[src/rtl/sync_fifo_param.sv]
// Single-clock parametrised FIFO with occupancy count, almost-full/almost-empty flags,
// registered read data with valid strobe, synchronous flush and sticky overflow/underflow flags.
module sync_fifo_param #(
   parameter int DATA_W   = 8,
   parameter int ADDR_W   = 4,
   parameter int AF_LEVEL = 12,
   parameter int AE_LEVEL = 2
) (
   input  logic              clk,
   input  logic              rst_n,
   input  logic              flush,
   input  logic [DATA_W-1:0] wdata,
   input  logic              winc,
   input  logic              rinc,
   output logic [DATA_W-1:0] rdata,
   output logic              rvalid,
   output logic              wfull,
   output logic              rempty,
   output logic              walmost_full,
   output logic              ralmost_empty,
   output logic [ADDR_W:0]   count,
   output logic              overflow,
   output logic              underflow
);

   localparam int DEPTH = 1 << ADDR_W;
   localparam logic [ADDR_W:0] AF_THRESH = AF_LEVEL[ADDR_W:0];
   localparam logic [ADDR_W:0] AE_THRESH = AE_LEVEL[ADDR_W:0];
   localparam logic [ADDR_W:0] PTR_ONE   = {{ADDR_W{1'b0}}, 1'b1};

   logic [DATA_W-1:0] mem [DEPTH];
   logic [ADDR_W:0]   wptr;
   logic [ADDR_W:0]   rptr;
   logic              wr_en;
   logic              rd_en;

   // Status is a pure function of the registered pointers; the extra wrap bit
   // distinguishes a full buffer from an empty one when the low bits match.
   assign count         = wptr - rptr;
   assign rempty        = (wptr == rptr);
   assign wfull         = (wptr[ADDR_W] != rptr[ADDR_W]) &&
                          (wptr[ADDR_W-1:0] == rptr[ADDR_W-1:0]);
   assign walmost_full  = (count >= AF_THRESH);
   assign ralmost_empty = (count <= AE_THRESH);

   assign wr_en = winc && !wfull;
   assign rd_en = rinc && !rempty;

   always_ff @(posedge clk) begin
      if (!flush && wr_en) begin
         mem[wptr[ADDR_W-1:0]] <= wdata;
      end
   end

   // Flush outranks any request in the same cycle and raises no error flags.
   always_ff @(posedge clk or negedge rst_n) begin
      if (!rst_n) begin
         wptr      <= '0;
         rptr      <= '0;
         rdata     <= '0;
         rvalid    <= 1'b0;
         overflow  <= 1'b0;
         underflow <= 1'b0;
      end else if (flush) begin
         wptr      <= '0;
         rptr      <= '0;
         rvalid    <= 1'b0;
         overflow  <= 1'b0;
         underflow <= 1'b0;
      end else begin
         if (wr_en) begin
            wptr <= wptr + PTR_ONE;
         end
         if (rd_en) begin
            rdata <= mem[rptr[ADDR_W-1:0]];
            rptr  <= rptr + PTR_ONE;
         end
         rvalid <= rd_en;
         if (winc && wfull) begin
            overflow <= 1'b1;
         end
         if (rinc && rempty) begin
            underflow <= 1'b1;
         end
      end
   end

endmodule

[config.mk]
export PLATFORM = sky130hd
export DESIGN_NAME = sync_fifo_param
export DESIGN_NICKNAME = d
export VERILOG_FILES = /design/src/rtl/sync_fifo_param.sv
export SDC_FILE = /design/constraint.sdc
export NUM_CORES = 1
export LEC_CHECK = 0
export BUFFER_PORTS_ARGS = -buffer_cell sky130_fd_sc_hd__buf_2
export CORE_MARGIN = 2
export CORE_UTILIZATION = 60
export DETAILED_ROUTE_END_ITERATION = 8
export GPL_TIMING_DRIVEN = 0
export PLACE_DENSITY = 0.88
export SKIP_LAST_GASP = 1
export SLEW_MARGIN = 15
export SYNTH_ARGS = -nofsm -noshare
export SYNTH_HDL_FRONTEND = slang
export SYNTH_SLANG_ARGS = --single-unit
[constraint.sdc]
create_clock -name clk -period 3.7 [get_ports clk]
set_input_delay 0.74 -clock clk [delete_from_list [all_inputs] [get_ports clk]]
set_output_delay 0.74 -clock clk [all_outputs]
set_load 0.03 [all_outputs]
# After elaboration in Yosys (flattened, before gate mapping)
# Memories as Yosys holds them, arrays and structs flattened. A register that Yosys moved wholly into a read port is not among the register bits.
# Cells that the tools add are included.
# classes
add_sub_neg	3
magnitude_cmp	2
n_eq_ne	3
mux	11
bitwise	1
n_reduce_logical	15
# op_table
operator	count
2-to-1 mux 5 bit	4
adder 5 x 1 -> 5 bit (second input constant)	2
nonzero test 2 bit	4
2-to-1 mux 1 bit	7
logical AND 1 bit	6
== test 5 bit	1
greater-or-equal comparator 5 x 4 -> 1 bit (second input constant)	1
less-or-equal comparator 5 x 2 -> 1 bit (second input constant)	1
subtractor 5 bit	1
== test 4 bit	1
zero test 1 bit	4
AND reduction 2 bit	1
inequality test 1 bit	1
inverter 1 bit	1
# word_totals
ff_bits	13
ramBits	128
input_bits	13
out_inout_bits	20
wordCells	41
memories	1
# memory_table
memory	depth	width	rd	rd_ports_with_merged_regs	write_ports	line	rtl
mem	16	8	1	1	1	31	logic [DATA_W-1:0] mem [DEPTH];

# Depth between registers and ports, before layout
# Gate-level depths: netlist of the first run.
# logic_depth
depth_word	7
mapped_depth	10
mapped_depth_nobuf	8

# Worst setup path before layout of the first run
# OpenSTA, ideal clock, no wires.
# synth_path
path_type	flip-flop to flip-flop
from	register rptr[2]
to	memory mem[3][0] (enable)
setup_time_ps	383
arrival_time_ps	2691
required_time_ps	3317
slack_ps	626
stages_incl_launch_ff	10
path_buffers	3
period_less_slack_ps	3074
path_cell_list	dfrtp_1 > clkbuf_1 > buf_2 > inv_1 > ha_1 > and4_1 > clkbuf_1 > a211oi_1 > nand2_1 > nor3_1
# synth_via
elab_chain_cells	7
# synth_lines
item	line	rtl
start: declaration	33	logic [ADDR_W:0] rptr;
start signal: assignment	76	rptr <= rptr + PTR_ONE;
== test 4 bit	42	(wptr[ADDR_W-1:0] == rptr[ADDR_W-1:0]);
logical AND 1 bit	41	assign wfull = (wptr[ADDR_W] != rptr[ADDR_W]) &&
zero test 1 bit	46	assign wr_en = winc && !wfull;
logical AND 1 bit	46	
logical AND 1 bit	50	if (!flush && wr_en) begin
2-to-1 mux 1 bit	50	
2-to-1 mux 1 bit (not written as such)	51	mem[wptr[ADDR_W-1:0]] <= wdata;
end: declaration	31	
# No other way between the ends.

# Final worst setup path of the first run
# layout_path
from	register rptr[3]
to	memory mem[1][1] (enable)
# Same word-level chain as after synthesis.

==> flow_metrics.py, run 1 <==
metrics = {
    "status": {
        "status": "completed",
    },
    "timing": {
        "layout_setup_ws_ns": 0.03003,
        "tightest_slew_ns": 0.8642,
        "rsz0062_at_grt": "true",
        "slew_headroom_pct": 42.07,
        "drv_slew": 0,
        "max_freq_mhz": 272.5,
        "fin_crit_sh_pct": 99.19,
        "finClkSkew_ns": 0.005146,
        "hold_viol": 0,
        "hold_ws_ns": 0.1593,
        "setup_viol": 0,
        "layout_min_cycle_time_ns": 3.670,
    },
    "synthesis": {
        "synth_edf_count": 128,
        "seq_area_frac_synth_pct": 71.08,
        "yosys.area.top_type_share_pct": 62.53,
        "ys_types": 42,
        "ys.flop_type": "edfxtp_1",
        "synth_area_leaders": "edfxtp_1 (63%), dfrtp_1 (8.5%), mux2i_1 (8.1%)",
        "yosys.area.top_type": "edfxtp_1",
        "synthesis.area_mm2": 0.006147,
        "synth_seq_cells": 149,
        "synth_common_cells": "edfxtp_1 (128), mux2i_1 (50), nor2_1 (42)",
        "async_flop_share_pct": 14.09,
        "synth.most_common_cell": "edfxtp_1",
        "yosys_warnings": 0,
        "synthCells": 387,
        "syn_area_per_cell_um2": 15.88,
        "synth_nets": 410,
    },
    "power_and_ir_drop": {
        "pwr-share-clk_pct": 39.7,
        "power.switching_mw": 1.272,
        "p_leak_nw": 2.450,
        "powerDensity_mw_per_mm2": 646.3,
        "pwr-share-seq_pct": 41.6,
        "fin_total_pwr_mw": 4.657,
        "p_int_mw": 3.385,
        "switching_share_pct": 27.32,
        "ir_drop_mv": 0.3540,
        "power_frac_comb_pct": 18.7,
    },
    "drt": {
        "highest_layer": "met4",
        "wl_um": 13880,
        "drtIter0Drc": 472,
        "viasPerCell": 6.383,
        "vias": 3721,
        "dr.pass1.iters": 5,
        "wl_met3_um": 1091,
        "wl_met1_um": 5402,
        "drc_errors": 0,
        "wl_per_cell_um": 23.80,
        "antenna_left": 0,
        "met2WireLength_um": 7031,
    },
    "placement": {
        "dp_cells": 552,
        "placed_area_mm2": 0.006489,
        "detailed_place_hpwl_um": 8546,
        "portBuffers": 32,
        "dpl_worst_slack_ns": -0.2290,
        "gp_congestion": 0.8655,
    },
    "floorplanning": {
        "start_util_pct": 62.32,
        "row_count": 36,
        "die-area_mm2": 0.01107,
        "chipWidth_um": 105.2,
        "die_y_um": 105.2,
        "core_area_mm2": 0.009864,
        "num_io_pins": 33,
    },
    "clock_network": {
        "cts_sinks": 149,
        "cts_tree": "done",
        "clk_path_buf_depth": 2,
        "hold_buffers": 0,
        "cts.clk_slew.worst_paths_ns": 0.06,
        "cts_root_buffer": "clkbuf_8",
        "htreeDepth": 4,
        "clk_latency_ns": 0.54,
        "cts_buffers": 17,
    },
    "min_path": {
        "hp-class": "primary input to asynchronous set/reset pin",
    },
    "final_layout": {
        "layout.cells.non_filler": 583,
        "design_area_mm2": 0.007206,
        "nets": 460,
        "antenna_cells": 0,
        "area_delta_synth_final_pct": 17.22,
        "drive_above_1_share_pct": 22.44,
    },
    "grt": {
        "antenna_found_initial": 0,
        "globalRouteTotalUtil_pct": 26.43,
        "grt_pass1_wl_um": 21100,
        "grt_max_degree": 22,
        "first_global_vias": 3654,
        "overflow": 0,
    },
    "worst_setup_path": {
        "cp-end-kind": "flop",
        "arrival_ns": 3.84,
        "required_ns": 3.87,
        "r2r_end": "mem[1][1]$_DFFE_PP_",
        "r2r_slack_ns": 0.03,
        "critPathMaxFanout": 10,
        "critPathKind": "flop to flop",
        "crit_path_start_kind": "flop",
        "reg2reg_from": "rptr[3]$_DFFE_PN0P_",
        "r2r_cells": 9,
    },
    "run": {
        "cap_viol_max_count": 0,
    },
}
stage by stage:
step,util [%],setup TNS (ns)
floorplan,-,0
global placement,65.63,-6.459
detailed placement,65.78,-1.830
CTS,72.27,0
global route,73.05,-0.5659
finish,73.05,0
power by group through the flow:
stage / sequential (mW) / clock (mW) / combinational [mW]
after floorplan: 2.05 / 0 / 0.524
after global placement: 1.96 / 0 / 0.816
after detailed placement: 1.96 / 0 / 0.848
after CTS: 1.94 / 1.85 / 0.855
after global routing: 1.94 / 1.93 / 0.924
final: 1.94 / 1.85 / 0.870
critical path, cell delays in order, from the launching register on:
cell	delay (ns)
dfrtp_1	0.33
clkbuf_1	0.27
clkbuf_2	0.32
inv_1	0.08
ha_1	0.34
and4_1	0.20
clkbuf_1	0.19
a211oi_1	0.57
nand2_1	0.29
nor3_2	0.72
repair_timing:
item / 4_1_cts / 5_1_grt
resized for setup: 2 / 18
buffers inserted: 0 / 1
setup endpoints to repair: 25 / 129
pin swaps: 0 / 2
routing by layer:
| layer | vias to the layer above | global-route usage [%] |
|---|---|---|
| li1 | 1592 | - |
| met1 | 1879 | 34.14 |
| met2 | 206 | 43.32 |
| met3 | 44 | 7.854 |
| met4 | 0 | 8.667 |
| met5 | - | 0 |
state kept, by name, summed over array words and instances (netlist names):
name / flops
wptr: 5
underflow: 1
overflow: 1
rvalid: 1
mem: 128
rptr: 5
rdata: 8
cells by family (layout without fill, tap and decap cells):
family	Yosys count	after routing	synth area share [%]
multiplexers	58	58	11.07
AO/OA/AOI/OAI	60	60	6.798
adder cells (fa/ha/maj)	10	10	2.158
flip-flops	149	149	71.08
XOR/XNOR	10	10	1.547
AND/OR/NAND/NOR	68	68	4.926
buffers and inverters	32	95	2.422
worst max-delay path by stage:
stage                   startpoint                   end  slack [ns]  depth (start not counted)
4_1_cts        rptr[3]$_DFFE_PN0P_   mem[4][3]$_DFFE_PP_        0.01                          9
3_5_place_dp   rptr[2]$_DFFE_PN0P_   mem[2][0]$_DFFE_PP_       -0.23                          9
5_1_grt        rptr[3]$_DFFE_PN0P_  mem[13][4]$_DFFE_PP_       -0.04                          9
2_1_floorplan  rptr[2]$_DFFE_PN0P_   mem[3][0]$_DFFE_PP_        0.63                          9
3_3_place_gp   rptr[2]$_DFFE_PN0P_   mem[1][0]$_DFFE_PP_       -0.23                          9
6_report       rptr[3]$_DFFE_PN0P_   mem[1][1]$_DFFE_PP_        0.03                          9
cell type report:
class / count / area (um^2)
flip-flops and latches: 149 / 4369
fillers: 534 / 2659
multi-input cells: 206 / 1708
clock buffers: 20 / 435.4
clock inverters: 12 / 201.4
repair buffers: 33 / 180.2
well taps: 133 / 166.4
plain buffers: 17 / 96.34
inverters: 13 / 48.80
cell usage in the layout (no fill, tap or decap), types with 2 or more instances in the layout:
cell type,instances
clkbuf_16,16
clkinvlp_4,2
clkbuf_8,2
o21ai_0,12
or3_1,2
nor2b_1,2
buf_4,3
ha_1,9
clkbuf_2,2
xnor2_1,8
a221oi_1,8
clkinv_4,2
buf_2,35
nand2b_1,2
a31oi_1,8
o22ai_1,16
nand3b_1,2
nor2_4,3
a21oi_1,5
mux2i_1,50
inv_1,13
clkbuf_1,8
mux4_2,8
nand2_1,7
a211oi_1,3
edfxtp_1,128
bufinv_16,5
nor3_4,3
nand3_1,3
nor2_1,32
buf_6,2
nor2_2,7
dfrtp_1,21
clkinv_2,2
(Power assumes the default switching activity.)
==> inputs of run 2 (changes only) <==
CORE_UTILIZATION = 64   (was 60)
PLACE_DENSITY = 0.93   (was 0.88)
clock period = 4.5 ns   (was 3.7 ns; I/O delays follow)
==> flow_metrics.py, run 2 (synthesized netlist as in run 1, its figures left out) <==
metrics = {
    "status": {
        "status": "completed",
    },
    "timing": {
        "hold_ws_ns": 0.3338,
        "fin_crit_sh_pct": 92.58,
        "layout_setup_ws_ns": 0.3337,
        "tightest_slew_ns": 0.8922,
        "setup_viol": 0,
        "drv_slew": 0,
        "hold_viol": 0,
        "slew_headroom_pct": 40.30,
        "finClkSkew_ns": 0.009103,
        "max_freq_mhz": 240.0,
        "layout_min_cycle_time_ns": 4.166,
        "fin_tns_setup_ns": 0,
        "rsz0062_at_grt": "false",
    },
    "final_layout": {
        "layout_commonest_cell": "edfxtp_1",
        "nets": 461,
        "multi_input_area_mm2": 0.001649,
        "drive_above_1_share_pct": 19.51,
        "area_delta_synth_final_pct": 15.00,
        "fin_util_pct": 76.15,
        "design_area_mm2": 0.007069,
        "largest_reg_flops": 128,
        "fillers": 481,
        "antenna_cells": 0,
        "final_cell_mix": "edfxtp_1 (128), mux2i_1 (50), nor2_1 (42), buf_2 (36), dfrtp_1 (21)",
        "regArea_mm2": 0.004369,
    },
    "clock_network": {
        "hold_buffers": 0,
        "clk_latency_ns": 0.53,
        "cts_sinks": 149,
        "clk_path_buf_depth": 2,
        "cts_root_buffer": "clkbuf_8",
        "cts_resized": 0,
        "htreeDepth": 4,
        "cts_setup_buffers": 0,
        "cts.clk_slew.worst_paths_ns": 0.06,
        "cts_tree": "done",
        "cts_buffers": 17,
    },
    "placement": {
        "detailed_place_hpwl_um": 8840,
        "dpl_worst_slack_ns": 0.4120,
        "placed_area_mm2": 0.006479,
        "gp_congestion": 0.8812,
        "portBuffers": 32,
    },
    "drt": {
        "viasPerCell": 6.753,
        "drc_errors": 0,
        "wl_um": 14490,
        "vias": 3917,
        "drtIter0Drc": 507,
        "antenna_left": 0,
        "wl_per_cell_um": 24.98,
        "dr.pass1.iters": 9,
    },
    "grt": {
        "overflow": 0,
        "grt_pass1_wl_um": 21850,
        "globalRouteTotalUtil_pct": 29.87,
        "antenna_found_initial": 0,
        "grt_max_degree": 22,
        "first_global_vias": 3912,
    },
    "worst_setup_path": {
        "cp-end-kind": "primary output",
        "critPathMaxFanout": 10,
        "required_ns": 3.60,
        "critical_path_buf_inv_count": 3,
        "crit_family": "buffers and inverters",
        "critPathKind": "flop to primary output",
        "critPathSlowestCell": "fa_1",
        "arrival_ns": 3.27,
        "crit_path_start_kind": "flop",
        "slowest_delay_ns": 0.53,
        "worstPathCellList": "clkbuf_1 > inv_1 > fa_1 > a21o_1 > a21oi_1 > xnor2_1 > o2111a_1 > buf_2",
    },
    "floorplanning": {
        "die-area_mm2": 0.01041,
        "die_y_um": 102.0,
        "num_io_pins": 33,
        "row_count": 35,
        "core_area_mm2": 0.009284,
        "chipWidth_um": 102.0,
        "start_util_pct": 66.21,
    },
    "power_and_ir_drop": {
        "powerDensity_mw_per_mm2": 525.5,
        "p_leak_nw": 2.429,
        "ir_drop_mv": 0.2713,
    },
    "run": {
        "cap_viol_max_count": 0,
    },
    "min_path": {
        "hp-class": "primary input to asynchronous set/reset pin",
    },
}
[run 2: changes by cell type in the layout (fill, tap and decap cells not counted), moves of 2 or more]
cell and delta:
nor3_4 -3, nor2_2 -7, nor3_2 +3, clkbuf_1 +4
bufinv_16 -2, nor2_1 +10, nor2_4 -3
[run 2: path summary, 6_finish.rpt]
path	start	to	slack, ns	cells after the start
worst min-delay path	rst_n	wptr[4]$_DFFE_PN0P_	0.33	1
worst max-delay path	rptr[1]$_DFFE_PN0P_	ralmost_empty	0.33	8
worst max register to register	rptr[2]$_DFFE_PN0P_	mem[5][2]$_DFFE_PP_	0.47	9
min in group clk	underflow$_DFFE_PN0P_	underflow$_DFFE_PN0P_	0.49	2
worst min register to register	underflow$_DFFE_PN0P_	underflow$_DFFE_PN0P_	0.49	2
max in group asynchronous	rst_n	rdata[1]$_DFFE_PN0P_	3.80	1
[run 2: worst reg2reg max path, stage by stage (launching register included)]
cell	delay, ns
dfrtp_1	0.35
clkbuf_1	0.41
buf_2	0.35
inv_1	0.12
ha_1	0.37
and4_1	0.25
clkbuf_1	0.21
a211oi_1	0.53
nand2_1	0.30
nor2_1	0.74
[run 2: per-stage QoR]
stage	power, mW	instances
CTS	3.702	580
global route	3.810	580
floorplan	2.115	387
detailed placement	2.318	548
global placement	2.281	548
finish	3.715	580
[run 2: layout make-up]
class | instances | share of cell area, %
clock inverters | 12 | 2.195
well taps | 129 | 2.283
repair buffers | 32 | 2.265
inverters | 13 | 0.6903
clock buffers | 20 | 6.018
multi-input cells | 206 | 23.33
plain buffers | 19 | 1.416
flip-flops and latches | 149 | 61.81
[run 2: power by group]
group | internal [mW] | switching [mW] | total (mW)
Sequential | 1.55 | 0.0360 | 1.59
Combinational | 0.253 | 0.480 | 0.733
Clock | 0.845 | 0.546 | 1.39
[run 2: per-layer routing]
| layer | share of wire [%] | routed length, um | track usage (%) | up-vias |
|---|---|---|---|---|
| li1 | - | - | - | 1600 |
| met5 | 0 | 0 | 0 | - |
| met3 | 11 | 1529 | 7.729 | 70 |
| met1 | 36 | 5268 | 38.33 | 1925 |
| met2 | 48 | 7013 | 46.91 | 322 |
| met4 | 4.7 | 679 | 16.92 | 0 |
